--- config.mk ---
export PLATFORM = sky130hd
export DESIGN_NAME = ram_multiplex_unit_flat
export DESIGN_NICKNAME = d
export VERILOG_FILES = /design/src/rtl/ram_multiplex_unit_if.sv /design/src/rtl/ram_multiplex_unit.sv /design/src/flat_wrapper.sv
export SDC_FILE = /design/constraint.sdc
export NUM_CORES = 1
export LEC_CHECK = 0
export CORE_AREA = 2 2 39 41
export DETAILED_ROUTE_END_ITERATION = 8
export DIE_AREA = 0 0 41 43
export SLEW_MARGIN = 20
export SYNTH_ARGS = -nofsm -noshare
export SYNTH_HDL_FRONTEND = slang
export SYNTH_SLANG_ARGS = --single-unit
export TNS_END_PERCENT = 20
--- constraint.sdc ---
create_clock -name clk -period 1.9 [get_ports clk]
set_clock_uncertainty 0.2 [all_clocks]
set_input_delay 0.57 -clock clk [delete_from_list [all_inputs] [get_ports clk]]
set_output_delay 0.57 -clock clk [all_outputs]
set_load 0.05 [all_outputs]
--- src/rtl/ram_multiplex_unit_if.sv ---
// rtl/ram_multiplex_unit_if.sv - bit-select request/result bundle
// Signals:
//   data          source word, bit 0 is LSB
//   regs          unsigned index of the bit to forward
//   is_valid      qualifies data/regs for the current cycle
//   ram_bit       registered selected bit (0 when not qualified)
//   ram_bit_valid registered: ram_bit holds a qualified in-range selection
//   sel_err       registered: qualified request with regs >= DATA_W
// Modports: master drives the request and observes the result; slave is the unit.
interface ram_multiplex_unit_if #(
  parameter int DATA_W = 16,
  parameter int SEL_W  = 4
);
  logic [DATA_W-1:0] data;
  logic [SEL_W-1:0]  regs;
  logic              is_valid;
  logic              ram_bit;
  logic              ram_bit_valid;
  logic              sel_err;

  modport master (
    output data, regs, is_valid,
    input  ram_bit, ram_bit_valid, sel_err
  );

  modport slave (
    input  data, regs, is_valid,
    output ram_bit, ram_bit_valid, sel_err
  );
endinterface

--- src/rtl/ram_multiplex_unit.sv ---
// rtl/ram_multiplex_unit.sv - registered single-bit selector with range check
// Ports:
//   clk    rising-edge clock
//   rst_n  synchronous active-low reset, clears all three outputs
//   bus    ram_multiplex_unit_if.slave: data/regs/is_valid in,
//          ram_bit/ram_bit_valid/sel_err out, one cycle latency
module ram_multiplex_unit #(
  parameter int DATA_W = 16,
  parameter int SEL_W  = 4
) (
  input  logic                 clk,
  input  logic                 rst_n,
  ram_multiplex_unit_if.slave  bus
);

  // One extra bit so DATA_W == 2**SEL_W is representable.
  localparam logic [SEL_W:0] DATA_W_L = (SEL_W + 1)'(DATA_W);

  logic in_range;
  logic sel_bit;
  logic ram_bit_q;
  logic ram_bit_valid_q;
  logic sel_err_q;

  assign in_range = ({1'b0, bus.regs} < DATA_W_L);

  // Compare-and-pick instead of data[regs]: never indexes past DATA_W-1,
  // and unselected bits (even X/Z) cannot reach sel_bit.
  always_comb begin
    sel_bit = 1'b0;
    for (int i = 0; i < DATA_W; i++) begin
      if (bus.regs == SEL_W'(i)) begin
        sel_bit = bus.data[i];
      end
    end
  end

  always_ff @(posedge clk) begin
    if (!rst_n) begin
      ram_bit_q       <= 1'b0;
      ram_bit_valid_q <= 1'b0;
      sel_err_q       <= 1'b0;
    end else begin
      ram_bit_q       <= bus.is_valid & in_range & sel_bit;
      ram_bit_valid_q <= bus.is_valid & in_range;
      sel_err_q       <= bus.is_valid & ~in_range;
    end
  end

  assign bus.ram_bit       = ram_bit_q;
  assign bus.ram_bit_valid = ram_bit_valid_q;
  assign bus.sel_err       = sel_err_q;

endmodule

--- src/flat_wrapper.sv ---
// flat-port wrapper written by rule: the top's interface ports become plain ports
module ram_multiplex_unit_flat 
#(
  parameter int DATA_W = 16,
  parameter int SEL_W  = 4
)
  (clk, rst_n, bus_data, bus_regs, bus_is_valid, bus_ram_bit, bus_ram_bit_valid, bus_sel_err);
  ram_multiplex_unit_if #(.DATA_W(DATA_W), .SEL_W(SEL_W)) bus_i ();
  input  logic clk;
  input  logic rst_n;
  input wire logic [$bits(bus_i.data)-1:0] bus_data;
  input wire logic [$bits(bus_i.regs)-1:0] bus_regs;
  input wire logic [$bits(bus_i.is_valid)-1:0] bus_is_valid;
  output wire logic [$bits(bus_i.ram_bit)-1:0] bus_ram_bit;
  output wire logic [$bits(bus_i.ram_bit_valid)-1:0] bus_ram_bit_valid;
  output wire logic [$bits(bus_i.sel_err)-1:0] bus_sel_err;
  assign bus_i.data = bus_data;
  assign bus_i.regs = bus_regs;
  assign bus_i.is_valid = bus_is_valid;
  assign bus_ram_bit = bus_i.ram_bit;
  assign bus_ram_bit_valid = bus_i.ram_bit_valid;
  assign bus_sel_err = bus_i.sel_err;
  ram_multiplex_unit #(.DATA_W(DATA_W), .SEL_W(SEL_W)) u_core (.clk(clk), .rst_n(rst_n), .bus(bus_i));
endmodule
==> results_dict.tcl, run 1 <==
set metrics [dict create \
    finalNonFillerCells 72 \
    die_width_um 41 \
    crit_path_cell_trace "clkdlybuf4s50_1 > mux4_2 > o2111ai_2 > o31ai_1" \
    globalplace.congestion 0.726 \
    io_buffers 24 \
    critPathCapture "u_core.bus.ram_bit" \
    drtIter0Drc 4 \
    setup.worst_path.end_class "register" \
    cp_num_cells 4 \
    placed_cells_incl_taps 69 \
    max-vdd-ir-drop_uv 165 \
    rsz0062_at_grt "false" \
    syn-cell-area_um2 234 \
    drt_pass1_iterations 2 \
    synth_top_cells_by_count "sky130_fd_sc_hd__mux2i_1 (4), sky130_fd_sc_hd__nand2_1 (3), sky130_fd_sc_hd__dfxtp_1 (2), sky130_fd_sc_hd__nor2b_1 (2)" \
    setup_viol 0 \
    cts.htree.levels 1 \
    synth-main-ff-cell "sky130_fd_sc_hd__dfxtp_1" \
    tritoncts "done" \
    timing.setup.tns_ps 0 \
    syn2layout_area_growth_pct 139 \
    timing.final.hold_violations 0 \
    fp.coreArea_mm2 0.00138 \
    hold_path_startpoint "bus_is_valid" \
    period_needed_ps 1830 \
    crit_slowest_cell "sky130_fd_sc_hd__clkdlybuf4s50_1" \
    crit_start "bus_regs[1]" \
    number_of_buffers_between_clock_root_and_the_deepest_sink 2 \
    cp_top_family "buffers and inverters" \
    drv_slew 0 \
    dp_slack_ps -328 \
    post-dp-hpwl_um 626 \
    post-synth-top-count-cell "sky130_fd_sc_hd__mux2i_1" \
    drt-wirelength-per-cell_um 11.2 \
    detailroute.via_count 320 \
    antenna_found_initial 0 \
    finish.net_count 81 \
    grt_first_pass_wirelength_mm 1.48 \
    drt-vias-per-instance 4.44 \
    drv_cap 0 \
    final_layout_size_suffix_gt1_share_pct 21.4 \
    critical_path_buf_inv_count 1 \
    ant_nets 0 \
    cts_sinks 2 \
    ys_seq_area_share_pct 17.1 \
    cp-start-kind "input pin" \
    cts_buffers 3 \
    min_path_type "input pin to register" \
    pin_count_of_the_biggest_net_entering_global_routing 8 \
    status "complete, no violations" \
    diodes 0 \
    cp_max_fo 4 \
    synth-async-reset-ratio_pct 0 \
    critical-path-max-stage-delay_ps 550 \
    globalRouteTotalUtil_pct 13.2 \
    design.die.area_mm2 0.00176 \
    clk_pin_slew_worst_paths_ps 30 \
    synthDistinctLibCells 19 \
    io_pins 26 \
    synth.yosys.warnings 0 \
    power.static_leakage_nw 0.230 \
    min_period_over_period_pct 96.2 \
    ys_seq_elements 2 \
    cp.required_ps 1800 \
    postLayoutCoreUtil_pct 40.3 \
    detail_route.drc_violations 0 \
    floorplan.rows 14 \
    ctsRootBufferMaster "sky130_fd_sc_hd__clkbuf_4" \
    setup_slack_ps 72.8 \
    worstSetupPathType "input pin to register" \
    syn_inst 26 \
    fmaxAchievable_mhz 547 \
    vias_in_the_first_global_route 365 \
    largest_cells_by_area_after_synthesis "sky130_fd_sc_hd__dfxtp_1 (17%), sky130_fd_sc_hd__mux2i_1 (17%), sky130_fd_sc_hd__mux4_2 (9.6%)" \
    globalRoute.totalOverflow 0 \
    avgSynthCellArea_um2 9.00 \
    cts.hold.buffers_added 0 \
    wirelength_um 806 \
    yosys.area.top_type_share_pct 17.1 \
    die_height_um 43 \
    floorplan.initialDensity_pct 16.9 \
    power_density_mw_per_mm2 452 \
    arrival_ps 1730 \
    synth_edf_count 0 \
    net_count_synth 49 \
    netlist.top_cell.by_area "sky130_fd_sc_hd__dfxtp_1" \
]
==> power breakdown <==
part,switching (mW),internal (mW)
Combinational,0.0396,0.0702
Clock,0.0256,0.0698
Sequential,0.00198,0.0450
==> layout make-up <==
class / instances / area (um2)
Sequential cell: 2 / 40.0
Fill cell: 148 / 826
Tap cell: 16 / 20.0
Timing Repair Buffer: 29 / 300
Inverter: 1 / 3.75
Clock buffer: 3 / 22.5
Multi-Input combinational cell: 21 / 171
==> cells by family (layout without fill, tap and decap cells) <==
group	after synthesis	in the layout	share of synthesized area, %
DFF	2	2	17.1
buffers and inverters	3	33	9.62
AOI/OAI and AO/OA	6	6	24.6
other	1	1	1.60
muxes	5	5	26.7
and+or+nand+nor	9	9	20.3
==> state kept, by name (all words and copies together), names as in the netlist <==
name and count:
u_core.bus.ram_bit 1, u_core.bus.ram_bit_valid 1
==> worst min-delay path by stage <==
stage / end / slack (ps) / depth (start not counted)
floorplan: u_core.bus.ram_bit_valid / 490 / 2
detailed placement: bus_ram_bit_valid / 820 / 1
CTS: u_core.bus.ram_bit_valid / 730 / 3
global placement: bus_ram_bit / 820 / 1
global route: u_core.bus.ram_bit_valid / 740 / 3
finish: u_core.bus.ram_bit_valid / 740 / 3
==> placed cells by master, fill, tap and decap left out, drive strengths merged <==
cell type	count
a21boi	1
nand3b	1
a311o	1
nor2	1
mux2i	4
inv	1
buf	7
a2111oi	1
nor2b	2
clkdlybuf4s50	21
clkbuf	3
dfxtp	2
o31ai	1
or3	1
nand2	3
mux4	1
conb	1
nand2b	1
dlygate4sd2	1
a41oi	1
o2111ai	1
==> metrics by stage <==
| step | hold slack (ps) | power, mW | area (um2) |
|---|---|---|---|
| 2_1_floorplan | 494 | 0.0874 | 234 |
| 3_3_place_gp | 817 | 0.156 | 533 |
| 3_5_place_dp | 820 | 0.156 | 533 |
| 4_1_cts | 728 | 0.259 | 558 |
| 5_1_grt | 738 | 0.273 | 558 |
| 6_report | 738 | 0.252 | 558 |
==> metal layers <==
metal	vias up	global-route usage [%]	wire length [um]
li1	158	-	-
met1	143	11.9	264
met2	19	23.1	458
met3	0	4.19	83
met4	0	8.00	0
met5	-	0	0
==> repair_timing <==
item / in CTS / in global routing
setup endpoints to repair: 1 / 1
setup buffers: 0 / 0
gates cloned: 0 / 0
resized for setup: 2 / 1
No activity file was read; power rests on OpenSTA's default activity.
==> inputs of run 2 (changes only) <==
Settings changed: RECOVER_POWER set to 100.
==> results_dict.tcl, run 2 (synthesized netlist as in run 1, its figures left out) <==
set metrics [dict create \
    design.die.area_mm2 0.00176 \
    footprint_of_the_multi_input_gates_um2 171 \
    vias_in_the_first_global_route 365 \
    io_buffers 24 \
    fin_area_um2 543 \
    final_layout_size_suffix_gt1_share_pct 17.9 \
    placed_cells_incl_taps 69 \
    finalNonFillerCells 72 \
    fmaxAchievable_mhz 547 \
    fillers 152 \
    diodes 0 \
    period_needed_ps 1830 \
    finish.net_count 81 \
    tritoncts "done" \
    antenna_found_initial 0 \
    drtIter0Drc 4 \
    postCtsSetupRepairBufs 0 \
    pin_count_of_the_biggest_net_entering_global_routing 8 \
    io_pins 26 \
    globalRouteTotalUtil_pct 13.2 \
    ant_nets 0 \
    globalplace.congestion 0.726 \
    grt_first_pass_wirelength_mm 1.48 \
    cts.hold.buffers_added 0 \
    detail_route.drc_violations 0 \
    timing.final.hold_violations 0 \
    worstMarginPinSlew_ps 502 \
    setup.worst_path.end_class "register" \
    floorplan.initialDensity_pct 16.9 \
    power.static_leakage_nw 0.250 \
    power_mw 0.244 \
    cts.htree.levels 1 \
    relSlewSlack_pct 66.5 \
    wirelength_um 816 \
    number_of_buffers_between_clock_root_and_the_deepest_sink 2 \
    drv_slew 0 \
    sequential_cell_area_in_the_final_layout_um2 40.0 \
    syn2layout_area_growth_pct 132 \
    drv_cap 0 \
    fp.coreArea_mm2 0.00138 \
    final.hold.worst_slack_ps 738 \
    drt-vias-per-instance 4.44 \
    min_delay_path_depth 3 \
    rsz0062_at_grt "false" \
    layout.cells.most_common_list "sky130_fd_sc_hd__clkdlybuf4s50_1 (20), sky130_fd_sc_hd__mux2i_1 (4), sky130_fd_sc_hd__buf_4 (4)" \
    wl_met1_um 265 \
    detailroute.via_count 320 \
    max-vdd-ir-drop_uv 161 \
    met3_wirelength_um 93 \
    arrival_ps 1730 \
    die_width_um 41 \
    status "complete, no violations" \
    drt_pass1_iterations 2 \
    die_height_um 43 \
    setup_viol 0 \
    floorplan.rows 14 \
    cts_buffers 3 \
    globalRoute.totalOverflow 0 \
    final_common_cell "sky130_fd_sc_hd__clkdlybuf4s50_1" \
    clk_pin_slew_worst_paths_ps 30 \
    timing.setup.tns_ps 0 \
    min_period_over_period_pct 96.2 \
    cp.required_ps 1800 \
    cp-start-kind "input pin" \
    cp_max_fo 4 \
    ctsRootBufferMaster "sky130_fd_sc_hd__clkbuf_4" \
    power_density_mw_per_mm2 450 \
    cts_sinks 2 \
    min_path_type "input pin to register" \
    worstSetupPathType "input pin to register" \
    placedInstanceArea_um2 533 \
    drt-wirelength-per-cell_um 11.3 \
    top_signal_layer_used "met3" \
    routed-wl-met2_um 458 \
    post-dp-hpwl_um 626 \
]
-- run 2: layer usage --
layer	GRT usage, %	up-vias
met3	4.19	0
met2	23.1	19
li1	-	158
met5	0	-
met1	11.9	143
met4	8.00	0
-- run 2: what timing repair did --
action                     CTS  global route
hold endpoints to repair     0             0
cloned                       0             0
resized for setup            2             1
setup endpoints to repair    1             1
-- run 2: path summary, 6_finish.rpt --
check                         from                        to  slack, ps
worst max-delay path   bus_regs[1]        u_core.bus.ram_bit         70
worst min-delay path  bus_is_valid  u_core.bus.ram_bit_valid        740
-- run 2: area by class of cell --
cell class                      instances  share of cell area [%]
Timing Repair Buffer                   29                    52.5
Multi-Input combinational cell         21                    31.6
Tap cell                               16                    3.69
Sequential cell                         2                    7.37
Inverter                                1                   0.691
Clock buffer                            3                    4.15
-- run 2: metrics by stage --
| step | util [%] | worst slack [ps] |
|---|---|---|
| finish | 39.2 | 72.8 |
| global route | 39.2 | 5.81 |
| CTS | 40.3 | 53.1 |
| detailed placement | 38.5 | -328 |
| global placement | 38.5 | -329 |
| floorplan | - | 154 |
-- run 2: critical path: stages --
cell and delay [ps]:
sky130_fd_sc_hd__clkdlybuf4s50_1 550, sky130_fd_sc_hd__mux4_2 340, sky130_fd_sc_hd__o2111ai_2 170, sky130_fd_sc_hd__o31ai_1 90
-- run 2: where the power goes --
| group | internal [mW] | switching, mW | total, mW |
|---|---|---|---|
| Clock | 0.0698 | 0.0256 | 0.0954 |
| Sequential | 0.0449 | 0.000411 | 0.0454 |
| Combinational | 0.0640 | 0.0397 | 0.104 |
| Total | 0.179 | 0.0657 | 0.244 |
